`config.mk`:
```
export PLATFORM = sky130hd
export DESIGN_NAME = watchdog_multi
export DESIGN_NICKNAME = d
export VERILOG_FILES = /design/src/rtl/watchdog_pkg.sv /design/src/rtl/watchdog_ch.sv /design/src/rtl/watchdog_multi.sv
export SDC_FILE = /design/constraint.sdc
export NUM_CORES = 1
export LEC_CHECK = 0
export CORE_ASPECT_RATIO = 1.2
export CORE_MARGIN = 3
export CORE_UTILIZATION = 57
export CTS_CLUSTER_SIZE = 16
export DETAILED_ROUTE_END_ITERATION = 12
export GPL_TIMING_DRIVEN = 0
export PLACE_DENSITY_LB_ADDON = 0.05
export SETUP_SLACK_MARGIN = 0.2
export SLEW_MARGIN = 20
export SYNTH_ARGS = -nofsm -noshare
export SYNTH_HDL_FRONTEND = slang
export SYNTH_HIERARCHICAL = 1
export SYNTH_SLANG_ARGS = --single-unit
```
`constraint.sdc`:
```
create_clock -name clk -period 2.88 [get_ports clk]
set_clock_uncertainty 0.2 [all_clocks]
set_input_delay 0.432 -clock clk [delete_from_list [all_inputs] [get_ports clk]]
set_output_delay 0.432 -clock clk [all_outputs]
set_load 0.03 [all_outputs]
```
`src/rtl/watchdog_pkg.sv`:
```
// rtl/watchdog_pkg.sv - shared channel state encoding and default parameters for watchdog_multi
package watchdog_pkg;

    localparam int DEF_NUM_CH = 4;
    localparam int DEF_LANE_W = 8;
    localparam int DEF_CNT_W  = 8;

    typedef enum logic [1:0] {
        IDLE  = 2'd0,
        ARMED = 2'd1,
        FAULT = 2'd2
    } ch_state_e;

endpackage

```
`src/rtl/watchdog_ch.sv`:
```
// rtl/watchdog_ch.sv - one watchdog channel: kick detection, timeout counter, window check, sticky flags
module watchdog_ch
    import watchdog_pkg::*;
#(
    parameter int LANE_W = DEF_LANE_W,
    parameter int CNT_W  = DEF_CNT_W
) (
    input  logic              clk,
    input  logic              rst,
    input  logic              ena_i,
    input  logic [LANE_W-1:0] lane_i,
    input  logic [CNT_W-1:0]  timeout_val_i,
    input  logic [CNT_W-1:0]  window_min_i,
    input  logic              window_en_i,
    input  logic              clr_i,
    output logic              active_o,
    output logic              expired_o,
    output logic              early_o
);

    ch_state_e         state_q, state_d;
    logic [CNT_W-1:0]  cnt_q, cnt_d;
    logic [LANE_W-1:0] ref_q, ref_d;
    logic              expired_q, expired_d;
    logic              early_q, early_d;
    logic              kick;

    assign kick = (lane_i != ref_q);

    always_ff @(posedge clk) begin
        if (rst) begin
            state_q   <= IDLE;
            cnt_q     <= '0;
            ref_q     <= '0;
            expired_q <= 1'b0;
            early_q   <= 1'b0;
        end else begin
            state_q   <= state_d;
            cnt_q     <= cnt_d;
            ref_q     <= ref_d;
            expired_q <= expired_d;
            early_q   <= early_d;
        end
    end

    always_comb begin
        state_d   = state_q;
        cnt_d     = cnt_q;
        ref_d     = ref_q;
        expired_d = expired_q;
        early_d   = early_q;

        if (clr_i) begin
            state_d   = IDLE;
            cnt_d     = '0;
            ref_d     = lane_i;
            expired_d = 1'b0;
            early_d   = 1'b0;
        end else if (ena_i) begin
            unique case (state_q)
                IDLE: begin
                    if (kick) begin
                        state_d = ARMED;
                        cnt_d   = '0;
                        ref_d   = lane_i;
                    end
                end
                ARMED: begin
                    if (kick) begin
                        ref_d = lane_i;
                        if (window_en_i && (cnt_q < window_min_i)) begin
                            state_d = FAULT;
                            early_d = 1'b1;
                        end else begin
                            cnt_d = '0;
                        end
                    // >= rather than == so a threshold lowered mid-count still faults instead of wrapping
                    end else if (cnt_q >= timeout_val_i) begin
                        state_d   = FAULT;
                        expired_d = 1'b1;
                    end else begin
                        cnt_d = cnt_q + CNT_W'(1);
                    end
                end
                FAULT: begin
                end
                default: begin
                    state_d = IDLE;
                end
            endcase
        end
    end

    assign active_o  = (state_q == ARMED);
    assign expired_o = expired_q;
    assign early_o   = early_q;

endmodule

```
`src/rtl/watchdog_multi.sv`:
```
// rtl/watchdog_multi.sv - NUM_CH independent activity watchdogs with a shared registered interrupt
module watchdog_multi
    import watchdog_pkg::*;
#(
    parameter int NUM_CH = DEF_NUM_CH,
    parameter int LANE_W = DEF_LANE_W,
    parameter int CNT_W  = DEF_CNT_W
) (
    input  logic                     clk,
    input  logic                     rst,
    input  logic                     ena,
    input  logic [NUM_CH*LANE_W-1:0] lane_in,
    input  logic [CNT_W-1:0]         timeout_val,
    input  logic [CNT_W-1:0]         window_min,
    input  logic                     window_en,
    input  logic [NUM_CH-1:0]        clr,
    output logic [NUM_CH-1:0]        active_o,
    output logic [NUM_CH-1:0]        expired_o,
    output logic [NUM_CH-1:0]        early_o,
    output logic                     irq_o
);

    logic irq_q, irq_d;

    for (genvar k = 0; k < NUM_CH; k++) begin : g_ch
        watchdog_ch #(
            .LANE_W (LANE_W),
            .CNT_W  (CNT_W)
        ) u_ch (
            .clk           (clk),
            .rst           (rst),
            .ena_i         (ena),
            .lane_i        (lane_in[k*LANE_W +: LANE_W]),
            .timeout_val_i (timeout_val),
            .window_min_i  (window_min),
            .window_en_i   (window_en),
            .clr_i         (clr[k]),
            .active_o      (active_o[k]),
            .expired_o     (expired_o[k]),
            .early_o       (early_o[k])
        );
    end

    // Built from the registered flags, so irq trails them by exactly one cycle.
    assign irq_d = (|expired_o) | (|early_o);

    always_ff @(posedge clk) begin
        if (rst) begin
            irq_q <= 1'b0;
        end else begin
            irq_q <= irq_d;
        end
    end

    assign irq_o = irq_q;

endmodule
```
# Word level (Yosys, flattened, before mapping)
# Index checks and enable logic that the tools add are counted.
# totals
register_bits,81
in_bits,56
output_inout_bits,13
wordCells,184
# op_classes
n_addsub,4
n_lt_le_gt_ge,8
eq_ne,32
mux,56
n_bitwise,9
n_reduce_logical,54
# ops
op,count
$mux 8,32
$pmux 8 s2,4
$ne 3x3->1 const B,16
$reduce_and 5->1,8
$add 8x1->8 const B,4
$ge 8x8->1,4
$lt 8x8->1,4
$mux 2,16
$ne 8x8->1,4
$reduce_and 4->1,8
$reduce_bool 2->1,16
$pmux 2 s3,4
$reduce_or 2->1,8
$reduce_and 3->1,4
$eq 2x1->1 const B,4
$eq 2x2->1 const B,4
$logic_not 2->1,4
$ne 2x1->1 const B,4
$not 1->1,8
$reduce_or 4->1,2
$logic_and 1x1->1,4
$or 1x1->1,1

# Longest topological paths before layout
# depth
ltp_word,5
depth_mapped,7
depth_no_buf,7

# Hierarchy
# Netlist, hierarchy kept.
# modules_own_cells
module,n_inst,cells_per_inst,area_each_um2
watchdog_ch,4,179,1463.9
watchdog_multi,1,4,37.5

# Least setup slack after synthesis
# OpenSTA, ideal clock, no wires.
# synth_timing
path_type,input to register
from,in timeout_val[0]
to,reg g_ch[0].u_ch.expired_q
setup_ns,0.115
arrival_ns,1.895
required_ns,2.565
setup_slack_ns,0.670
cell_stages,6
n_path_buf,0
cell_sequence,ha_1 > nand2b_4 > a2111o_1 > a31oi_1 > nor2_1 > o21a_1
# synth_via
elab_chain_cells,2
# synth_lines
element,line_no,rtl
"start, declared",watchdog_multi.sv:13,"input logic [CNT_W-1:0] timeout_val,"
$ge 8x8->1,watchdog_ch.sv:78,end else if (cnt_q >= timeout_val_i) begin
$reduce_and 4->1 (no source line),n/a,
"end signal, assigned",watchdog_ch.sv:41,expired_q <= expired_d;
"end, declared",watchdog_ch.sv:24,"logic expired_q, expired_d;"
# Every way passes these cells.
# A chain may end at the register's enable or synchronous reset.

# Final worst setup path
# layout_timing
from,in timeout_val[1]
to,reg g_ch[2].u_ch.state_q[0]
# layout_via
elab_chain_cells,3
# layout_lines
element,line_no,rtl
$ge 8x8->1,watchdog_ch.sv:78,
$ne 3x3->1 (no source line),n/a,
$reduce_and 5->1 (no source line),n/a,
"end signal, assigned",watchdog_ch.sv:38,state_q <= state_d;
"end, declared",watchdog_ch.sv:21,"ch_state_e state_q, state_d;"
# Every way passes these cells.

==> flow_metrics.py <==
metrics = {
    "clocking": {
        "cts_root_buf": "clkbuf_16",
        "cts_max_level": 3,
        "cts_inserted_buffers": 9,
        "clockBufferDepth": 2,
        "clkLatencyLatePin_ns": 0.34,
        "cts_tree": "done",
        "cts.clk_slew.worst_paths_ns": 0.06,
        "clkSinkCount": 81,
    },
    "placement": {
        "place_area_um2": 6730,
        "io_buffers": 68,
        "gp_congestion": 0.876,
        "place_hpwl_mm": 11.6,
        "pre_cts_slack_ns": -0.278,
    },
    "logic_synthesis": {
        "ys_warn_count": 6,
        "ys_types": 38,
        "synthCells": 720,
        "ys_ff_latch": 81,
        "ys_seq_area_frac": 0.275,
        "syn_area_um2": 5890,
        "synth_top_area_cell": "dfxtp_1",
        "synth_nets": 840,
        "avgSynthCellArea_um2": 8.18,
        "synthTopCellsByArea": "dfxtp_1, ha_1, inv_1",
        "yosysTopAreaCellShare": 0.275,
        "synth-edff-count": 0,
        "yosys_most_used_dff": "dfxtp_1",
        "synth-async-reset-ratio": 0,
    },
    "die": {
        "fp-row-count": 40,
        "io_pins": 69,
        "initial_core_util": 0.586,
        "die_w_um": 98.8,
        "core_area_um2": 10100,
        "die_y_um": 117,
        "dieArea_um2": 11600,
    },
    "sta": {
        "min_period_over_period": 0.909,
        "hold_viol_final": 0,
        "worst_slack_ns": 0.262,
        "worstMarginPinSlew_ns": 0.689,
        "rsz0062_at_grt": "false",
        "slew_violations": 0,
        "worst_slew_margin_rel": 0.536,
        "min_period_ns": 2.62,
        "fmax_mhz": 382,
        "setup_viol": 0,
    },
    "worst_setup_path": {
        "end_kind": "register",
        "setup.worst_path.start": "timeout_val[1]",
        "r2r_end": "g_ch[2].u_ch/state_q[0]",
        "r2r_slack_ns": 0.45,
        "critical_path_required_ns": 2.96,
        "crit_type": "in2reg",
        "cp.arrival_ns": 2.70,
        "path_max_fanout": 4,
        "start_kind": "input pin",
        "r2r_cells": 7,
        "crit_path_end": "g_ch[2].u_ch/state_q[0]",
        "r2r_start": "g_ch[2].u_ch/cnt_q[0]",
    },
    "global_routing": {
        "grt_pass1_wl_mm": 25.9,
        "track_usage": 0.268,
        "antenna_found_initial": 0,
        "grt_overflow_total": 0,
        "first_global_vias": 5647,
        "grt_max_degree": 14,
    },
    "cells_and_area": {
        "fin_area_um2": 7100,
        "area_growth_pct": 20.5,
        "nets": 920,
        "layout_commonest_cell": "inv_1",
        "regArea_um2": 1620,
        "fillers": 838,
        "multi_input_area_um2": 3930,
        "drive_above_1_share": 0.0807,
        "num_antenna_cells": 0,
        "layout_common_cells": "inv_1, dfxtp_1, clkdlybuf4s50_1",
    },
    "drt": {
        "first_pass_iters": 5,
        "vias": 5717,
        "drt_iter0_drc": 282,
        "remaining_drc_errors": 0,
        "wirelength_mm": 15.7,
        "antenna_left": 0,
        "viasPerCell": 6.14,
        "avgRoutedWirePerCell_um": 16.8,
    },
    "power": {
        "powerDensity_nw_per_um2": 389,
        "ir_worst_vdd_uv": 244,
        "leakage_uw": 0.00272,
    },
    "min_path": {
        "whs_path_depth": 2,
        "hold_path.class": "reg2reg",
    },
    "flow_run": {
        "drv_cap": 0,
    },
    "outcome": {
        "status": "finished, final reports clean",
    },
}
-- state kept, by name, summed over array words and instances (netlist names) --
signal / flops
irq_o: 1
g_ch.u_ch/early_o: 4
g_ch.u_ch/state_q: 8
g_ch.u_ch/cnt_q: 32
g_ch.u_ch/expired_o: 4
g_ch.u_ch/ref_q: 32
-- worst max-delay path: stages --
cell	delay, ns
clkdlybuf4s50_1	0.64
inv_1	0.09
ha_1	0.31
a2111o_1	0.40
a31o_2	0.31
a221oi_2	0.28
o221a_2	0.24
-- cell type report --
class / count / share of cell area
Clock inverter: 6 / 0.00810
Sequential cell: 81 / 0.228
Clock buffer: 10 / 0.0336
Inverter: 92 / 0.0486
Buffer: 8 / 0.00846
Multi-Input combinational cell: 539 / 0.553
Timing Repair Buffer: 69 / 0.0972
Tap cell: 126 / 0.0222
-- logic make-up (layout without fill, tap and decap cells) --
group	Yosys count	after routing	share of synthesized area
AND/OR/NAND/NOR	230	230	0.220
XOR/XNOR	32	32	0.0476
AO/OA/AOI/OAI	209	209	0.245
adder cells (fa/ha/maj)	64	64	0.136
flip-flops	81	81	0.275
buffers and inverters	100	185	0.0688
multiplexers	4	4	0.00679
-- synthesized netlist by cell type (6+ instances only) --
cell type / n
nand3b_1: 36
o21ai_0: 56
nor3_1: 16
nor2_1: 24
a31oi_1: 8
nor2b_1: 12
nand4_1: 12
nor4_1: 6
and4_1: 8
xnor2_1: 32
a21oi_1: 53
nand2_1: 44
ha_1: 64
inv_1: 92
a211oi_1: 8
nand3_1: 52
dfxtp_1: 81
o211ai_1: 36
-- worst min-delay path by stage --
stage | start | end | slack [ns]
6_report | g_ch[3].u_ch/ref_q[2] | g_ch[3].u_ch/ref_q[2] | 0.30
5_1_grt | g_ch[2].u_ch/ref_q[2] | g_ch[2].u_ch/ref_q[2] | 0.31
4_1_cts | g_ch[1].u_ch/ref_q[1] | g_ch[1].u_ch/ref_q[1] | 0.30
3_5_place_dp | g_ch[1].u_ch/ref_q[1] | g_ch[1].u_ch/ref_q[1] | 0.29
3_3_place_gp | g_ch[2].u_ch/ref_q[4] | g_ch[2].u_ch/ref_q[4] | 0.28
2_1_floorplan | g_ch[0].u_ch/ref_q[0] | g_ch[0].u_ch/ref_q[0] | 0.27
-- metrics by stage --
| step | util | total power [uW] | TNS (ns) | std cells | hold slack, ns |
|---|---|---|---|---|---|
| 2_1_floorplan | - | 1450 | 0 | 720 | 0.270 |
| 3_3_place_gp | 0.669 | 1620 | -4.78 | 914 | 0.281 |
| 3_5_place_dp | 0.669 | 1630 | -6.34 | 914 | 0.286 |
| 4_1_cts | 0.702 | 2780 | 0 | 930 | 0.297 |
| 5_1_grt | 0.706 | 2880 | 0 | 931 | 0.314 |
| 6_report | 0.706 | 2770 | 0 | 931 | 0.299 |
-- per-layer routing --
| layer | vias to the layer above | global-route usage | wire length (um) |
|---|---|---|---|
| met3 | 26 | 0.0357 | 654 |
| met5 | - | 0 | 0 |
| li1 | 2820 | - | - |
| met1 | 2737 | 0.343 | 6800 |
| met2 | 134 | 0.454 | 7880 |
| met4 | 0 | 0.101 | 336 |
-- where the power goes --
part           internal (uW)  total [uW]  switching [uW]
clock network            688        1140             456
logic                    207         444             237
registers               1150        1180            23.9
total                   2050        2770             717
-- timing repair --
item                       in CTS  in global routing
resized for setup               6                 11
pin swaps                       0                  3
buffers inserted                0                  1
cloned                          0                  0
setup endpoints to repair      30                 37
hold buffers                    0                  0
Power figures use the tool's default switching activity.
==> edit 1 (same settings) <==
Change the package constant `DEF_LANE_W` from 8 to 10.
--- a/src/rtl/watchdog_pkg.sv
+++ b/src/rtl/watchdog_pkg.sv
@@ -2,7 +2,7 @@
 package watchdog_pkg;
 
     localparam int DEF_NUM_CH = 4;
-    localparam int DEF_LANE_W = 8;
+    localparam int DEF_LANE_W = 10;
     localparam int DEF_CNT_W  = 8;
 
     typedef enum logic [1:0] {
Interface: changed (resized lane_in); port bits go from 69 to 77. The function was not compared with the original's and may differ.
==> edit 1 against the unedited design <==
  * Die area increased by 2.1%
  * Via count decreased by 6.6%
  * Wire length decreased by 11%
  * Sequential power increased by 10%
  * Combinational power decreased by 2%
  * Worst setup slack improved by 0.023 ns
  * Sequential cell count increased by 8
  * Total power increased by 7.0%
  * Final area increased by 3.0%
  * First-iteration DRC count increased by 1.8%
  * Count of clock-buffer cells in the layout decreased by 1
  * Synthesized area increased by 2.2%
  * Largest cell class unchanged
  * Largest power group unchanged
==> edit 1: results <==
placed_design:
  placedInstanceArea_mm2: 0.00694
  port_buffers: 76
  pre_cts_slack_ns: -0.393
  gp_congestion: 0.879
  post-place-cells: 910
  hpwl_mm: 11.1
synth:
  syn_avg_cell_area_um2: 8.51
  async_flop_share_pct: 0
  synth.area.top_cells: "dfxtp_1 30%, ha_1 13%, mux2i_1 7.3%, inv_1 6.2%, xor2_1 5.8%"
  ys.flop_type: "dfxtp_1"
  synth_nets: 836
  seq_area_frac_synth_pct: 29.6
  netlist_top_cells_count: "100 x inv_1, 89 x dfxtp_1, 84 x nor2_1"
  yosysWarnings: 6
  ys_types: 38
global_routing:
  grtUsageTotal_pct: 24.0
  grtUsageMet3_pct: 2.83
  grt_max_degree: 18
  antenna_found_initial: 0
  grt_pass1_vias: 5126
  met2_usage_pct: 42.5
  grt_pass1_wl_mm: 23.4
  use_met1_pct: 30.1
setup_path:
  crit_slowest_cell: "or4_1"
  setup.worst_path.class: "reg2reg"
  cp_data_arrival_time_ns: 2.68
  rr_endpoint: "g_ch[3].u_ch/cnt_q[1]"
  critPathLaunch: "g_ch[3].u_ch/cnt_q[0]"
  rrSetupSlack_ns: 0.29
  path_max_fanout: 4
  slowest_delay_ns: 0.49
  r2r_cells: 8
power:
  p_int_mw: 2.17
  p_leak_nw: 3.25
  irDropWorstVdd_mv: 0.428
  seqPwrFrac_pct: 43.9
min_path:
  holdPathStages: 2
  hp-start: "g_ch[2].u_ch/ref_q[8]"
  min_path_type: "reg2reg"
  min_to: "g_ch[2].u_ch/ref_q[8]"
clocking:
  clkLatencyLatePin_ns: 0.34
  clk_path_buf_depth: 2
  clkTransAtPathRegs_ns: 0.07
  ctsHtreeMaxLevel: 3
final_layout:
  drive_gt1_share_pct: 7.60
  biggestRegsByFlops: "g_ch.u_ch/ref_q x40, g_ch.u_ch/cnt_q x32, g_ch.u_ch/state_q x8"
  nets: 926
sta:
  tightest_slew_ns: 0.620
  max_freq_ghz: 0.385
  whs_ns: 0.318
route:
  drt-initial-drc-count: 287
  drt_first_pass_iters: 5
  vias_per_cell: 5.75
  routed_wl_mm: 14.0
  wl_per_cell_um: 15.0
outcome:
  status: "complete, no violations"
==> edit 1: cell count changes after synthesis, moves of 12 or more <==
| cell | before | now |
|---|---|---|
| or3_1 | 0 | 12 |
| xnor2_1 | 32 | 0 |
| a2bb2oi_1 | 0 | 24 |
| xor2_1 | 0 | 40 |
| nand3_1 | 52 | 12 |
| nand3b_1 | 36 | 0 |
| nand2b_1 | 4 | 20 |
| o211ai_1 | 36 | 16 |
| mux2i_1 | 4 | 44 |
| nor3_1 | 16 | 0 |
| nor2_1 | 24 | 84 |
| a21oi_1 | 53 | 17 |
| o21ai_0 | 56 | 40 |
==> edit 1: cell type report <==
| cell class | instances | area, um^2 |
|---|---|---|
| Sequential cell | 89 | 1790 |
| Clock buffer | 9 | 225 |
| Clock inverter | 7 | 86.3 |
| Buffer | 4 | 15.0 |
| Fill cell | 798 | 2840 |
| Tap cell | 126 | 158 |
| Inverter | 100 | 375 |
| Timing Repair Buffer | 79 | 788 |
| Multi-Input combinational cell | 515 | 3880 |
==> edit 1: routing by layer <==
| metal | vias to the layer above | share of wire, % |
|---|---|---|
| li1 | 2669 | - |
| met1 | 2531 | 44 |
| met2 | 120 | 50 |
| met3 | 19 | 4.5 |
| met4 | 0 | 1.6 |
| met5 | - | 0 |
==> edit 1: power by group through the flow <==
| stage | logic [mW] | clock network [mW] | registers (mW) |
|---|---|---|---|
| 4_1_cts | 0.429 | 1.26 | 1.30 |
| 3_5_place_dp | 0.425 | 0 | 1.33 |
| 2_1_floorplan | 0.245 | 0 | 1.32 |
| 6_report | 0.433 | 1.23 | 1.30 |
| 3_3_place_gp | 0.408 | 0 | 1.32 |
| 5_1_grt | 0.479 | 1.30 | 1.30 |
==> edit 1: critical path, delay by kind of cell, from the launching register on <==
kind | cells | cell delay (ns)
AND/OR/NAND/NOR | 3 | 0.71
AO/OA/AOI/OAI | 2 | 0.70
flip-flops | 1 | 0.41
adder cells (fa/ha/maj) | 1 | 0.27
multiplexers | 1 | 0.16
buffers and inverters | 1 | 0.09
==> edit 1: cells by family (layout without fill, tap and decap cells) <==
kind of cell               after synthesis  after routing  synth area share (%)
and+or+nand+nor                        214            214                  19.7
AOI/OAI and AO/OA                      149            149                  17.1
buffers and inverters                  104            199                  6.48
DFF                                     89             89                  29.6
adders and majority gates               64             64                  13.3
muxes                                   48             48                  8.06
xor gates and xnor gates                40             40                  5.82
==> edit 1: timing repair <==
action | CTS | global route
pin swaps | 0 | 5
resized for setup | 5 | 11
endpoints found under the setup margin | 36 | 23
endpoints found under the hold margin | 0 | 0
buffers inserted | 0 | 3
==> edit 2 (same flow settings) <==
Without the edit above. Reset style: asynchronous (`rst`), changed in 2 clocked blocks.
--- a/src/rtl/watchdog_ch.sv
+++ b/src/rtl/watchdog_ch.sv
@@ -27,7 +27,7 @@
 
     assign kick = (lane_i != ref_q);
 
-    always_ff @(posedge clk) begin
+    always_ff @(posedge clk or posedge rst) begin
         if (rst) begin
             state_q   <= IDLE;
             cnt_q     <= '0;
--- a/src/rtl/watchdog_multi.sv
+++ b/src/rtl/watchdog_multi.sv
@@ -44,7 +44,7 @@
     // Built from the registered flags, so irq trails them by exactly one cycle.
     assign irq_d = (|expired_o) | (|early_o);
 
-    always_ff @(posedge clk) begin
+    always_ff @(posedge clk or posedge rst) begin
         if (rst) begin
             irq_q <= 1'b0;
         end else begin
Formal check against the unedited RTL: differs if rst is asserted again (counterexample within 4 cycles, from zero or initial values and one cycle with rst high); with rst held inactive, the same outputs for 4 cycles.
==> edit 2 against the unedited design <==
  * Total power increased by 6.1%
  * Via count decreased by 13%
  * Worst setup slack got worse by 0.18 ns
  * Final area increased by 2.4%
  * Wire length decreased by 8.5%
  * Sequential cell count unchanged
  * Count of clock-buffer cells in the layout increased by 2
  * Synthesized area decreased by 3.6%
==> edit 2: results <==
final_layout:
  nClkBuffers: 12
  buffers_excl_clock: 103
  fillCellCount: 694
  clk_share_pct: 4.30
  multi_input_area_share_pct: 48.9
  buffer_area_share_pct: 12.4
placed_design:
  hpwl_mm: 10.1
  placedInstanceArea_mm2: 0.00647
  gp_congestion: 0.840
global_routing:
  grt_max_degree: 21
  grtUsageTotal_pct: 25.2
  use_met1_pct: 31.3
  met2_usage_pct: 43.5
  grtUsageMet3_pct: 4.19
synth:
  synthCells: 601
  synth_nets: 721
  ys_types: 34
  seq_area_frac_synth_pct: 35.7
  synth.area.top_cells: "dfrtp_1 36%, ha_1 14%, mux2_2 6.3%, o31ai_1 6.3%, inv_1 5.4%"
setup_path:
  path_max_fanout: 8
  rrSetupSlack_ns: 0.08
  start_kind: "register"
  r2r-start: "g_ch[1].u_ch/cnt_q[1]"
route:
  vias: 4987
  routed_wl_mm: 14.3
  dr_wl_met2_mm: 7.28
  drt_first_pass_iters: 4
power:
  powerComb_mw: 0.498
  p_leak_nw: 3.56
sta:
  finalCriticalPeriod_ns: 2.80
min_path:
  min_path_type: "in2async"
outcome:
  status: "complete, no violations"
floorplanning:
  rows: 39
-- edit 2: logic make-up after synthesis --
logic type | share of synthesized area [%]
simple gates | 16.4
compound gates | 15.6
buf+inv | 6.23
flops | 35.7
fa+ha+maj | 14.1
mux | 7.05
xor+xnor | 4.93
-- edit 2: worst max-delay path, cell delays in order (launching register included) --
cell      delay, ns
dfrtp_2        0.45
ha_1           0.19
or4_1          0.54
a21oi_2        0.14
o31a_2         0.18
buf_4          0.12
a311oi_4       0.14
o31ai_1        0.54
o31ai_2        0.16
-- edit 2: worst min path at each step --
stage               depth (start not counted)                      to              startpoint
detailed placement                          2                   irq_o  g_ch[2].u_ch/expired_o
finish                                      2                   irq_o                     rst
global route                                2                   irq_o                     rst
global placement                            2                   irq_o  g_ch[2].u_ch/expired_o
CTS                                         2  g_ch[0].u_ch/expired_o                  clr[0]
floorplan                                   1                   irq_o                     rst
